`config.mk`:
```
export PLATFORM = sky130hd
export DESIGN_NAME = uart_tx_scheduler
export DESIGN_NICKNAME = d
export VERILOG_FILES = /design/src/rtl/uart_tx_scheduler.sv
export SDC_FILE = /design/constraint.sdc
export NUM_CORES = 1
export LEC_CHECK = 0
export ABC_AREA = 1
export CORE_ASPECT_RATIO = 1.25
export CORE_MARGIN = 4
export CORE_UTILIZATION = 50
export CTS_CLUSTER_DIAMETER = 30
export CTS_CLUSTER_SIZE = 12
export DETAILED_ROUTE_END_ITERATION = 16
export PLACE_DENSITY = 0.75
export SLEW_MARGIN = 20
export SYNTH_ARGS = -nofsm -noshare
export SYNTH_HDL_FRONTEND = slang
export SYNTH_SLANG_ARGS = --single-unit
```
`constraint.sdc`:
```
create_clock -name clk -period 5.6 [get_ports clk]
set_input_delay 0.84 -clock clk [delete_from_list [all_inputs] [get_ports clk]]
set_output_delay 0.84 -clock clk [all_outputs]
set_load 0.01 [all_outputs]
```
`src/rtl/uart_tx_scheduler.sv`:
```
// Two-requester UART transmit scheduler: round-robin accept into a small byte FIFO,
// drained one byte at a time through a send/busy handshake with the UART transmitter.
module uart_tx_scheduler #(
  parameter int unsigned DEPTH = 4
) (
  input  logic                     clk,
  input  logic                     rst,
  input  logic                     req0_valid,
  input  logic [7:0]               req0_data,
  output logic                     req0_ready,
  input  logic                     req1_valid,
  input  logic [7:0]               req1_data,
  output logic                     req1_ready,
  output logic                     tx_send,
  input  logic                     tx_busy,
  output logic [7:0]               uart_io_thr,
  output logic [$clog2(DEPTH):0]   fifo_count
);

  localparam int unsigned AW = $clog2(DEPTH);
  localparam int unsigned CW = AW + 1;

  typedef enum logic [1:0] {IDLE, SEND, WAIT_BUSY, WAIT_DONE} state_t;

  state_t          state_q;
  state_t          state_d;
  logic [7:0]      mem [DEPTH];
  logic [AW-1:0]   wr_ptr;
  logic [AW-1:0]   rd_ptr;
  logic            last_grant1;
  logic            full;
  logic            push;
  logic            pop;
  logic [7:0]      push_data;

  assign full = (fifo_count == CW'(DEPTH));

  // Round-robin grant; last_grant1 set means req0 wins the next tie.
  always_comb begin
    req0_ready = 1'b0;
    req1_ready = 1'b0;
    if (!full) begin
      if (req0_valid && (!req1_valid || last_grant1)) begin
        req0_ready = 1'b1;
      end else if (req1_valid) begin
        req1_ready = 1'b1;
      end
    end
  end

  assign push      = req0_ready | req1_ready;
  assign push_data = req0_ready ? req0_data : req1_data;

  // Send FSM next-state; pop only from IDLE with data and an idle transmitter.
  always_comb begin
    state_d = state_q;
    pop     = 1'b0;
    case (state_q)
      IDLE: begin
        if ((fifo_count != '0) && !tx_busy) begin
          pop     = 1'b1;
          state_d = SEND;
        end
      end
      SEND:      state_d = WAIT_BUSY;
      WAIT_BUSY: if (tx_busy) state_d = WAIT_DONE;
      WAIT_DONE: if (!tx_busy) state_d = IDLE;
      default:   state_d = IDLE;
    endcase
  end

  always_ff @(posedge clk or negedge rst) begin
    if (!rst) begin
      state_q     <= IDLE;
      tx_send     <= 1'b0;
      uart_io_thr <= 8'h00;
    end else begin
      state_q <= state_d;
      tx_send <= (state_d == SEND);
      if (pop) uart_io_thr <= mem[rd_ptr];
    end
  end

  // FIFO pointers, occupancy and arbitration history.
  always_ff @(posedge clk or negedge rst) begin
    if (!rst) begin
      wr_ptr      <= '0;
      rd_ptr      <= '0;
      fifo_count  <= '0;
      last_grant1 <= 1'b1;
    end else begin
      if (push) begin
        wr_ptr      <= wr_ptr + AW'(1);
        last_grant1 <= req1_ready;
      end
      if (pop) rd_ptr <= rd_ptr + AW'(1);
      case ({push, pop})
        2'b10:   fifo_count <= fifo_count + CW'(1);
        2'b01:   fifo_count <= fifo_count - CW'(1);
        default: fifo_count <= fifo_count;
      endcase
    end
  end

  // Storage needs no reset: occupancy and pointers define what is valid.
  always_ff @(posedge clk) begin
    if (push) mem[wr_ptr] <= push_data;
  end

endmodule

```
Word-level counts from Yosys, hierarchy flattened
Memory sizes are Yosys's and may differ from the RTL's. A register that Yosys moved wholly into a read port is not among the register bits.
Index checks and enable logic that the tools add are counted.
{ "word_totals": {"regBits": 11, "ram_bits": 32, "inputBits": 21, "word_cells": 43, "mem_count": 1} }
{ "mem_list": {"columns": ["memory", "words", "width", "read_ports", "rd_ports_with_merged_regs", "wr", "line", "text"], "rows": [
  ["mem", 4, 8, 1, 1, 1, "27", "logic [7:0] mem [DEPTH];"]
]} }
{ "classes": {"addsub": 4, "n_eq_ne": 7, "muxes": 15, "n_bitwise": 1, "n_reduce_logical": 9} }
{ "ops": {"columns": ["cell", "n"], "rows": [
  ["$mux W1", 9],
  ["$mux W8", 1],
  ["$pmux W2 S4", 1],
  ["$eq A2 B1 Y1 const B", 3],
  ["$eq A2 B2 Y1 const B", 3],
  ["$mux W2", 3],
  ["$pmux W3 S2", 1],
  ["$add A2 B1 Y2 const B", 2],
  ["$add A3 B1 Y3 const B", 1],
  ["$eq A3 B3 Y1 const B", 1],
  ["$logic_not A1 Y1", 3],
  ["$reduce_bool A3 Y1", 1],
  ["$sub A3 B1 Y3 const B", 1],
  ["$logic_and A1 B1 Y1", 2],
  ["$logic_not A2 Y1", 1],
  ["$reduce_bool A2 Y1", 1],
  ["$logic_or A1 B1 Y1", 1],
  ["$or A1 B1 Y1", 1]
]} }

Logic depth before layout (Yosys ltp)
{ "depth": {"ltp_word": 8, "ltp_mapped": 12, "mapped_depth_nobuf": 12} }

Worst setup path before layout
No wires, ideal clock.
{ "synth_timing": {"path_kind": "in2reg", "start": "input port req0_valid", "end": "register fifo_count[2]", "setup_ps": 123, "arrival_time_ps": 2093, "slack_ps": 3384, "path_stages": 11, "n_path_buf": 0, "cell_sequence": "inv_1 a21oi_1 nand2_1 nand2_1 inv_2 ha_1 inv_1 fa_1 nand2_1 nand3b_1 xor2_1"} }
{ "synth_via": {"elab_chain_cells": 6, "elab_cells_between_ends": 10, "classes_between": "2 x eq/ne; 5 x mux; 1 x bitwise; 2 x reduce/logical"} }
{ "synth_rtl": {"columns": ["element", "line", "text"], "rows": [
  ["start: declaration", "8", "input logic req0_valid,"],
  ["$logic_and A1 B1 Y1 *", "43", "if (req0_valid && (!req1_valid || last_grant1)) begin"],
  ["$mux W1", "43", null],
  ["$mux W1", "42", "if (!full) begin"],
  ["$or A1 B1 Y1 *", "51", "assign push = req0_ready | req1_ready;"],
  ["$eq A2 B1 Y1 or $eq A2 B2 Y1 (tied branches)", "97", "case ({push, pop})"],
  ["$pmux W3 S2 or $reduce_bool A2 Y1 (tied branches)", null, null],
  ["end signal: assignment", "98", "2'b10: fifo_count <= fifo_count + CW'(1);"],
  ["end signal: assignment", "99", "2'b01: fifo_count <= fifo_count - CW'(1);"],
  ["end signal: assignment", "100", "default: fifo_count <= fifo_count;"],
  ["end: declaration", "17", "output logic [$clog2(DEPTH):0] fifo_count"]
]} }
Every way passes the cells marked *; elsewhere a longest branch is shown, timed or not.
A chain may end at the register's enable or synchronous reset.

Worst setup path in the final report
{ "layout_timing": {"start": "input port req0_valid", "end": "output port req0_ready"} }
{ "layout_via": {"elab_chain_cells": 3} }
{ "layout_rtl": {"columns": ["element", "line", "text"], "rows": [
  ["$logic_and A1 B1 Y1", "43", null],
  ["$mux W1", "43", null],
  ["$mux W1", "42", null],
  ["end: declaration", "10", "output logic req0_ready,"]
]} }
Every way passes these cells.

==> reports/qor.yml <==
worst_pin_slew_ps: 867
avgSynthCellArea_sq_um: 9.31
drv_slew: 0
grtUsageTotal_pct: 14.3
yosysWarnings: 0
status: "finished clean"
whs_ps: 490
netlist_instances: 252
fin_skew_ps: 8.29
grt_first_pass_wirelength_um: 6670
dp_hpwl_um: 2950
sw_frac_of_total_pct: 35.3
fin_cells: 345
max_slew_margin_pct: 42.0
p_per_area_mw_per_mm2: 504
synth.distinct_cells: 22
drc: 0
synth_area_sq_mm: 0.00235
wl_per_cell_um: 11.4
holdBufCountCts: 0
dieWidth_um: 69.3
clock_path_buffers: 2
multi_input_area_sq_um: 712
seq_area_sq_mm: 0.00144
worstPathRequired_ps: 4760
io_buffer_count: 34
gp_congestion: 0.750
pwr-share-comb_pct: 36.4
antennaDiodeCount: 0
yosysSeqAreaShare_pct: 61.3
worst-setup-path-type: "primary input to output port"
nFillCells: 397
setup_viol_count_final: 0
timing.fmax_mhz: 300
pwr-share-clk_pct: 17.6
cts-root-buf: "clkbuf_8"
period_needed_ps: 3340
drive_above_1_share_pct: 5.23
leakage_nw: 1.33
rsz0062_at_grt: "no"
hold_path_class: "flip-flop to flip-flop"
num_vias: 1589
areaGrowthSynthToFinish_pct: 20.1
die_y_um: 84.6
start_util_pct: 52.6
endpoint_kind: "output port"
clock_sinks: 51
final_cell_mix: "nand2_1, clkdlybuf4s50_1, inv_1, edfxtp_1, nor2_1"
cts_setup_buffers: 0
hold_viol: 0
crit_fanout: 13
firstDrtPassIters: 4
drv_cap: 0
cts_tree: "yes"
drtIter0Drc: 94
fin_tns_setup_ps: 0
startpoint_type: "primary input"
nNetsFinal: 313
path_clk_slew_ps: 90
core_area_sq_mm: 0.00446
synth_nets: 279
grt_max_degree: 20
seqPwrFrac_pct: 46.0
overflow: 0
synth_seq_cells: 51
rows: 27
drtAntennaViolNets: 0
internal-power_w: 0.000918
grt_pass1_vias: 1537
p_sw_w: 0.000500
pin_count: 35
dp_cells: 337
wirelength_um: 3940
finalCritPeriodShare_pct: 59.6
via_per_inst: 4.61
ctsResizeCount: 0
antenna_found_initial: 0
mostFrequentLayoutCell: "nand2_1"
ir_drop_uv: 231
cts_max_level: 2
fp.dieArea_sq_mm: 0.00586
clk_latency_ps: 300
cts_buffers: 5
cp.arrival_ps: 2500
[power by group through the flow]
stage	Sequential, W	Combinational, W	Clock [W]
2_1_floorplan	0.000636	0.000374	0
3_3_place_gp	0.000659	0.000503	0
3_5_place_dp	0.000661	0.000524	0
4_1_cts	0.000654	0.000526	0.000253
5_1_grt	0.000667	0.000595	0.000272
6_report	0.000653	0.000516	0.000249
[Yosys cell counts, drive strengths merged]
master,n,share of area [%]
nand2,99,16
inv,37,6.0
edfxtp,32,41
nor2,23,3.7
dfrtp,18,19
nand3,13,2.8
or2,8,2.1
buf,7,2.3
ha,5,2.7
o21ai,2,0.43
xnor2,2,0.75
a21oi,1,0.21
dfstp,1,1.1
fa,1,0.85
nand3b,1,0.32
o211ai,1,0.32
xor2,1,0.37
[per-layer routing]
metal,routed length [um],share of wire [%],vias to the layer above,global-route usage [%]
li1,-,-,839,-
met1,1700,43,702,15.9
met2,1980,50,38,25.6
met3,170,4.3,10,3.35
met4,92,2.3,0,6.75
met5,0,0,-,0
[worst paths after layout]
| path | start | cells past startpoint | endpoint | slack, ps |
|---|---|---|---|---|
| worst min register to register | uart_io_thr[6] | 2 | uart_io_thr[6] | 490 |
| worst max-delay path | req0_valid | 6 | req0_ready | 2260 |
| worst max register to register | fifo_count[1] | 11 | fifo_count[2] | 3200 |
| worst min-delay path | uart_io_thr[6] | 2 | uart_io_thr[6] | 490 |
| min in group asynchronous | rst | 1 | uart_io_thr[2] | 1020 |
| max in group asynchronous | rst | 1 | wr_ptr[1] | 4040 |
[flip-flops by register name, summed over array words and instances (netlist names)]
signal,flops
mem,32
uart_io_thr,8
fifo_count,3
rd_ptr,2
state_q,2
wr_ptr,2
last_grant1,1
tx_send,1
[cells by family (layout without fill, tap and decap cells)]
| kind of cell | Yosys count | after routing | synth area share (%) |
|---|---|---|---|
| DFF | 51 | 51 | 61.3 |
| xor gates and xnor gates | 3 | 3 | 1.12 |
| adders and majority gates | 6 | 6 | 3.52 |
| buffers and inverters | 44 | 79 | 8.37 |
| AOI/OAI and AO/OA | 4 | 4 | 0.960 |
| and+or+nand+nor | 144 | 144 | 24.7 |
[stage by stage]
step | total power (W) | area (sq um) | setup WS (ps) | utilization [%]
after floorplan | 0.00101 | 2350 | 3380 | -
after global placement | 0.00116 | 2700 | 2270 | 60.6
after detailed placement | 0.00118 | 2700 | 2270 | 60.6
after CTS | 0.00143 | 2820 | 2250 | 63.2
after global routing | 0.00153 | 2820 | 2110 | 63.2
final | 0.00142 | 2820 | 2260 | 63.2
[critical path, cell delays in order]
cell and delay [ps]:
clkdlybuf4s50_1 450, inv_1 40, a21oi_1 110, nand2_1 250
inv_2 230, clkdlybuf4s50_1 560
[layout make-up]
class	count	share of cell area, %
Timing Repair Buffer	34	12.1
Sequential cell	51	51.0
Multi-Input combinational cell	157	25.3
Tap cell	58	2.58
Inverter	37	5.02
Clock buffer	5	2.44
Clock inverter	3	1.55
(Power assumes the default switching activity.)
